===== config.mk =====
export PLATFORM = sky130hd
export DESIGN_NAME = mtr_drv
export DESIGN_NICKNAME = d
export VERILOG_FILES = /design/src/rtl/mtr_pkg.sv /design/src/rtl/mtr_drv_side.sv /design/src/rtl/mtr_drv.sv
export SDC_FILE = /design/constraint.sdc
export NUM_CORES = 1
export LEC_CHECK = 0
export BUFFER_PORTS_ARGS = -buffer_cell sky130_fd_sc_hd__buf_4
export CORE_ASPECT_RATIO = 1.2
export CORE_MARGIN = 2
export CORE_UTILIZATION = 59
export CTS_CLUSTER_DIAMETER = 80
export DETAILED_ROUTE_END_ITERATION = 10
export HOLD_SLACK_MARGIN = 0.05
export PLACE_DENSITY_LB_ADDON = 0.05
export SYNTH_ARGS = -nofsm -noshare
export SYNTH_HDL_FRONTEND = slang
export SYNTH_SLANG_ARGS = --single-unit

===== constraint.sdc =====
create_clock -name clk -period 2.9 [get_ports clk]
set_clock_uncertainty 0.1 [all_clocks]
set_input_delay 0.29 -clock clk [delete_from_list [all_inputs] [get_ports clk]]
set_output_delay 0.29 -clock clk [all_outputs]
set_load 0.01 [all_outputs]

===== src/rtl/mtr_pkg.sv =====
// Shared constants and types for the motor drive stage.
// Duty mapping helper turns a signed speed into an offset-binary PWM duty.
package mtr_pkg;

  localparam int PWM_W = 11;

  localparam logic [5:0]       NONOVERLAP_DEF = 6'd32;
  localparam logic [PWM_W-1:0] OVR_BLANK_DEF  = 11'd160;
  localparam logic [2:0]       OVR_LIMIT_DEF  = 3'd4;
  localparam logic [PWM_W-1:0] DUTY_ZERO      = 11'h400;

  typedef struct packed {
    logic pwm1;
    logic pwm2;
  } pwm_pair_t;

  // spd/2 + 1024: halve, keep 11 bits, flip the sign bit to offset binary
  function automatic logic [PWM_W-1:0] spd2duty(
    input logic signed [11:0] spd
  );
    logic signed [11:0] half;
    half = spd >>> 1;
    return PWM_W'(half) ^ DUTY_ZERO;
  endfunction

endpackage


===== src/rtl/mtr_drv_side.sv =====
// One H-bridge side: duty latch, PWM compare, dead-time pair,
// over-current synchronizer and per-period over-current flag.
module pwm_side
  import mtr_pkg::*;
#(
  parameter logic [5:0]       NONOVERLAP = NONOVERLAP_DEF,
  parameter logic [PWM_W-1:0] OVR_BLANK  = OVR_BLANK_DEF
) (
  input  logic              clk,
  input  logic              rst_n,
  input  logic [PWM_W-1:0]  cnt,
  input  logic              wrap,
  input  logic              shtdwn_nxt,
  input  logic signed [11:0] spd,
  input  logic              ovr_i,
  output pwm_pair_t         pwm,
  output logic              ovr_hit
);

  logic [PWM_W-1:0] duty;
  logic             pwm_sig;
  logic             sig_nxt;
  logic             trans;
  logic [5:0]       dt;
  logic [5:0]       dt_nxt;
  logic             arm;
  logic [1:0]       sync;
  logic             ovr_seen;
  logic             ovr_evt;

  assign sig_nxt = cnt < duty;
  assign trans   = sig_nxt ^ pwm_sig;

  always_comb begin
    dt_nxt = dt;
    if (trans) begin
      dt_nxt = '0;
    end else if (dt != NONOVERLAP) begin
      dt_nxt = dt + 6'd1;
    end
  end

  // Outputs follow the raw PWM only once the dead time has fully elapsed
  assign arm = (dt_nxt == NONOVERLAP) & ~shtdwn_nxt;

  assign ovr_evt = sync[1] & pwm.pwm1 & (cnt >= OVR_BLANK);
  assign ovr_hit = ovr_seen | ovr_evt;

  always_ff @(posedge clk or negedge rst_n) begin
    if (!rst_n) begin
      duty     <= DUTY_ZERO;
      pwm_sig  <= 1'b0;
      dt       <= '0;
      pwm      <= '0;
      sync     <= '0;
      ovr_seen <= 1'b0;
    end else begin
      if (wrap) begin
        duty <= spd2duty(spd);
      end
      pwm_sig  <= sig_nxt;
      dt       <= dt_nxt;
      pwm.pwm1 <= arm & sig_nxt;
      pwm.pwm2 <= arm & ~sig_nxt;
      sync     <= {sync[0], ovr_i};
      if (wrap) begin
        ovr_seen <= 1'b0;
      end else if (ovr_evt) begin
        ovr_seen <= 1'b1;
      end
    end
  end

endmodule


===== src/rtl/mtr_drv.sv =====
// Motor drive stage: shared PWM period counter, two bridge sides,
// consecutive over-current period tracking and latched shutdown.
module mtr_drv
  import mtr_pkg::*;
#(
  parameter logic [5:0]       NONOVERLAP = NONOVERLAP_DEF,
  parameter logic [PWM_W-1:0] OVR_BLANK  = OVR_BLANK_DEF,
  parameter logic [2:0]       OVR_LIMIT  = OVR_LIMIT_DEF
) (
  input  logic               clk,
  input  logic               rst_n,
  input  logic signed [11:0] lft_spd,
  input  logic signed [11:0] rght_spd,
  input  logic               OVR_I_lft,
  input  logic               OVR_I_rght,
  output logic               PWM1_lft,
  output logic               PWM2_lft,
  output logic               PWM1_rght,
  output logic               PWM2_rght,
  output logic               PWM_synch,
  output logic               OVR_I_shtdwn
);

  logic [PWM_W-1:0] cnt;
  logic             wrap;
  logic [2:0]       ovr_periods;
  logic [2:0]       ovr_nxt;
  logic             shtdwn_nxt;
  logic             hit_l;
  logic             hit_r;
  pwm_pair_t        pl;
  pwm_pair_t        pr;

  assign wrap = &cnt;

  always_comb begin
    ovr_nxt = ovr_periods;
    if (wrap) begin
      if (hit_l | hit_r) begin
        ovr_nxt = (ovr_periods == 3'd7) ? 3'd7 : ovr_periods + 3'd1;
      end else begin
        ovr_nxt = '0;
      end
    end
  end

  // Next shutdown value gates the side output flops so the
  // PWM pins drop in the same cycle the flag rises
  assign shtdwn_nxt = OVR_I_shtdwn | (ovr_nxt >= OVR_LIMIT);

  always_ff @(posedge clk or negedge rst_n) begin
    if (!rst_n) begin
      cnt          <= '0;
      PWM_synch    <= 1'b0;
      ovr_periods  <= '0;
      OVR_I_shtdwn <= 1'b0;
    end else begin
      cnt          <= cnt + 11'd1;
      PWM_synch    <= wrap;
      ovr_periods  <= ovr_nxt;
      OVR_I_shtdwn <= shtdwn_nxt;
    end
  end

  pwm_side #(
    .NONOVERLAP (NONOVERLAP),
    .OVR_BLANK  (OVR_BLANK)
  ) u_lft (
    .clk        (clk),
    .rst_n      (rst_n),
    .cnt        (cnt),
    .wrap       (wrap),
    .shtdwn_nxt (shtdwn_nxt),
    .spd        (lft_spd),
    .ovr_i      (OVR_I_lft),
    .pwm        (pl),
    .ovr_hit    (hit_l)
  );

  pwm_side #(
    .NONOVERLAP (NONOVERLAP),
    .OVR_BLANK  (OVR_BLANK)
  ) u_rght (
    .clk        (clk),
    .rst_n      (rst_n),
    .cnt        (cnt),
    .wrap       (wrap),
    .shtdwn_nxt (shtdwn_nxt),
    .spd        (rght_spd),
    .ovr_i      (OVR_I_rght),
    .pwm        (pr),
    .ovr_hit    (hit_r)
  );

  assign PWM1_lft  = pl.pwm1;
  assign PWM2_lft  = pl.pwm2;
  assign PWM1_rght = pr.pwm1;
  assign PWM2_rght = pr.pwm2;

endmodule

==> impl_metrics.tcl <==
set metrics [dict create \
    antenna_cells 0 \
    synth-main-ff-cell "dfrtp_1" \
    synth_common_cells "60 x dfrtp_1, 49 x nand2_1, 27 x ha_1, 26 x inv_1, 23 x o21ai_0" \
    total_leakage_power_nw 2.092 \
    cts_h_tree_depth 3 \
    reg2reg_to "u_lft.pwm[0]" \
    cts.reportedPaths.clkPinSlew_ns 0.07 \
    postRouteWirelength_mm 6.261 \
    floorplan.die.width_um 72.46 \
    synth_seq_area_share_pct 46.83 \
    hold_viol_final 0 \
    die-height_um 86.15 \
    post_cts_resize_count 0 \
    detailedRoute.firstPassIterationCount 4 \
    crit_path_start "cnt[1]" \
    fin_setup_tns_ns 0 \
    cp.required_ns 3.06 \
    route.detailed.drc 0 \
    drt_iter0_drc 143 \
    layout-area-overhead-vs-synth_pct 22.78 \
    synthDominantCellAreaShare_pct 45.25 \
    synth_area_leaders "dfrtp_1 45%, ha_1 10%, nand2_1 5.5%, xnor2_1 4.0%, mux2i_1 3.9%" \
    grt_max_degree 63 \
    viasPerCell 5.315 \
    yosysUniqueCellTypes 42 \
    ys_warn_count 0 \
    finalSetupViolCount 0 \
    global_route.usage.total_pct 22.45 \
    cp-end-kind "flop" \
    num_vias 2450 \
    cap_violations 0 \
    hold_depth 3 \
    timing_max_transition_violations_final 0 \
    holdPathEnd "u_rght.duty[1]" \
    postSynthCellCount 338 \
    layout_min_cycle_time_ns 2.440 \
    syn-mean-instance-area_um2 9.817 \
    worst_ep_arrival_time_ns 2.60 \
    ff2ff_setup_slack_ns 0.46 \
    vdd_drop_max_mv 0.3665 \
    timing_worst_slew_pin_value_ns 0.7654 \
    seq_area_um2 1554 \
    clock_sink_count 62 \
    via_count_of_the_first_global_routing_pass 2428 \
    max-slew-margin-rel_pct 48.97 \
    outcome "finished, final reports clean" \
    seq_cells_post_synth 62 \
    timing.hold.ws_ns 0.07832 \
    tritoncts "built" \
    core_area_um2 5370 \
    critPathLaunchType "flop" \
    antenna_found_initial 0 \
    clock-root-buffer "clkbuf_8" \
    layout.nets 449 \
    antenna_left 0 \
    ios 34 \
    cts_max_path_buffers 2 \
    worstSetupPathType "reg2reg" \
    synth-edff-count 0 \
    syn_area_um2 3318 \
    post-dp-hpwl_mm 4.110 \
    power_density_nw_per_um2 447.4 \
    drive_above_1_share_pct 15.29 \
    layout.filler_cells 408 \
    routed_wire_length_per_instance_um 13.58 \
    placementRows 29 \
    worstReg2RegStart "cnt[1]" \
    worstPathMaxFanout 11 \
    worst_hold_startpoint "rght_spd[2]" \
    worst_skew_pair.late_latency_ns 0.34 \
    yosys.cell_count.top_type "dfrtp_1" \
    max_freq_mhz 409.9 \
    synthesis.nets 393 \
    start_util_pct 61.79 \
    hold_class "in2reg" \
    buffer_ports.inserted 31 \
    post-synth-top-area-cell "dfrtp_1" \
    grt_remaining_overflow 0 \
    reg2reg_depth 6 \
    final_cycle_share_pct 84.13 \
    postSynth.asyncResetShare_pct 100.0 \
    rsz0062_at_grt "false" \
    grt_first_pass_wirelength_mm 10.58 \
    numCtsBuffers 9 \
    gp_congestion 0.8347 \
    fp.dieArea_um2 6242 \
    multi_input_comb_area_um2 1615 \
]
registers in the layout, summed over array words and instances, names as in the netlist, 2 cells and up, named ones only:
register and count:
u_lft.sync 2, u_rght.dt 6, u_lft.duty 11, u_lft.dt 6, u_rght.pwm 2, u_lft.pwm 2
cnt 11, u_rght.duty 11, u_rght.sync 2
worst max-delay path, stage by stage, from the launching register on:
cell and delay (ns):
dfrtp_1 0.44, ha_1 0.24, and4_2 0.31, nand3_2 0.20, o41a_1 0.52, nor4_1 0.34, nor3b_2 0.21
metal layers:
| layer | track usage, % | wire, um | vias up |
|---|---|---|---|
| met4 | 8.586 | 116 | 0 |
| li1 | - | - | 1254 |
| met1 | 26.44 | 2768 | 1149 |
| met2 | 38.28 | 3141 | 36 |
| met3 | 6.816 | 235 | 11 |
| met5 | 0 | 0 | - |
worst max-delay path by stage:
| stage | end | cells after the start |
|---|---|---|
| 3_3_place_gp | u_lft.pwm[0] | 6 |
| 2_1_floorplan | u_lft.pwm[0] | 6 |
| 5_1_grt | u_lft.pwm[0] | 6 |
| 6_report | u_lft.pwm[0] | 6 |
| 4_1_cts | u_lft.pwm[0] | 6 |
| 3_5_place_dp | u_lft.pwm[0] | 6 |
cell usage in the layout (no fill, tap or decap), types with 3 or more instances in the layout:
master / Yosys / routed
clkbuf_8: 0 / 12
ha_1: 27 / 27
buf_4: 0 / 34
xnor2_1: 15 / 15
dfrtp_1: 60 / 60
a31oi_1: 6 / 6
and3_1: 7 / 7
inv_1: 26 / 26
nand2b_1: 10 / 10
xor2_1: 6 / 6
nand2_1: 49 / 49
o311a_1: 3 / 3
mux2i_1: 13 / 13
nor2b_1: 6 / 6
and2_1: 4 / 4
nand3_1: 8 / 8
a21oi_1: 12 / 12
dlygate4sd3_1: 0 / 24
nor2_1: 14 / 14
nand4_1: 5 / 5
o21ai_0: 23 / 23
what timing repair did:
action,in CTS,in global routing
hold buffers,24,0
setup buffers,0,0
hold endpoints to repair,83,0
stage by stage:
step / util, % / power (mW) / cells / setup WS (ns) / instance area, um^2
after global placement: 67.03 / 0.9275 / 421 / 0.5250 / 3600
after detailed placement: 67.03 / 0.9283 / 421 / 0.4627 / 3600
final: 75.86 / 1.823 / 461 / 0.4602 / 4074
after global routing: 75.86 / 1.891 / 461 / 0.2282 / 4074
after CTS: 75.86 / 1.845 / 461 / 0.4448 / 4074
after floorplan: - / 0.8856 / 338 / 0.8706 / 3318
kinds of logic (layout without fill, tap and decap cells):
logic type                 Yosys count  in the layout  share of synthesized area (%)
muxes                               15             15                          4.600
AOI/OAI and AO/OA                   56             56                          10.07
and+or+nand+nor                    118            118                          18.29
DFF                                 62             62                          46.83
adders and majority gates           27             27                          10.18
buffers and inverters               39            100                          4.487
xor gates and xnor gates            21             21                          5.543
final cells by class:
type / count / share of cell area, %
Inverter: 26 / 2.396
Clock buffer: 13 / 4.146
Tap cell: 62 / 1.904
Timing Repair Buffer: 58 / 12.16
Clock inverter: 3 / 1.597
Sequential cell: 62 / 38.14
Multi-Input combinational cell: 237 / 39.65
power breakdown:
part / total (mW) / switching, mW / internal, mW
sequential: 0.869 / 0.00111 / 0.868
combinational: 0.0683 / 0.0258 / 0.0425
clock: 0.886 / 0.332 / 0.554
Power figures use the tool's default switching activity.
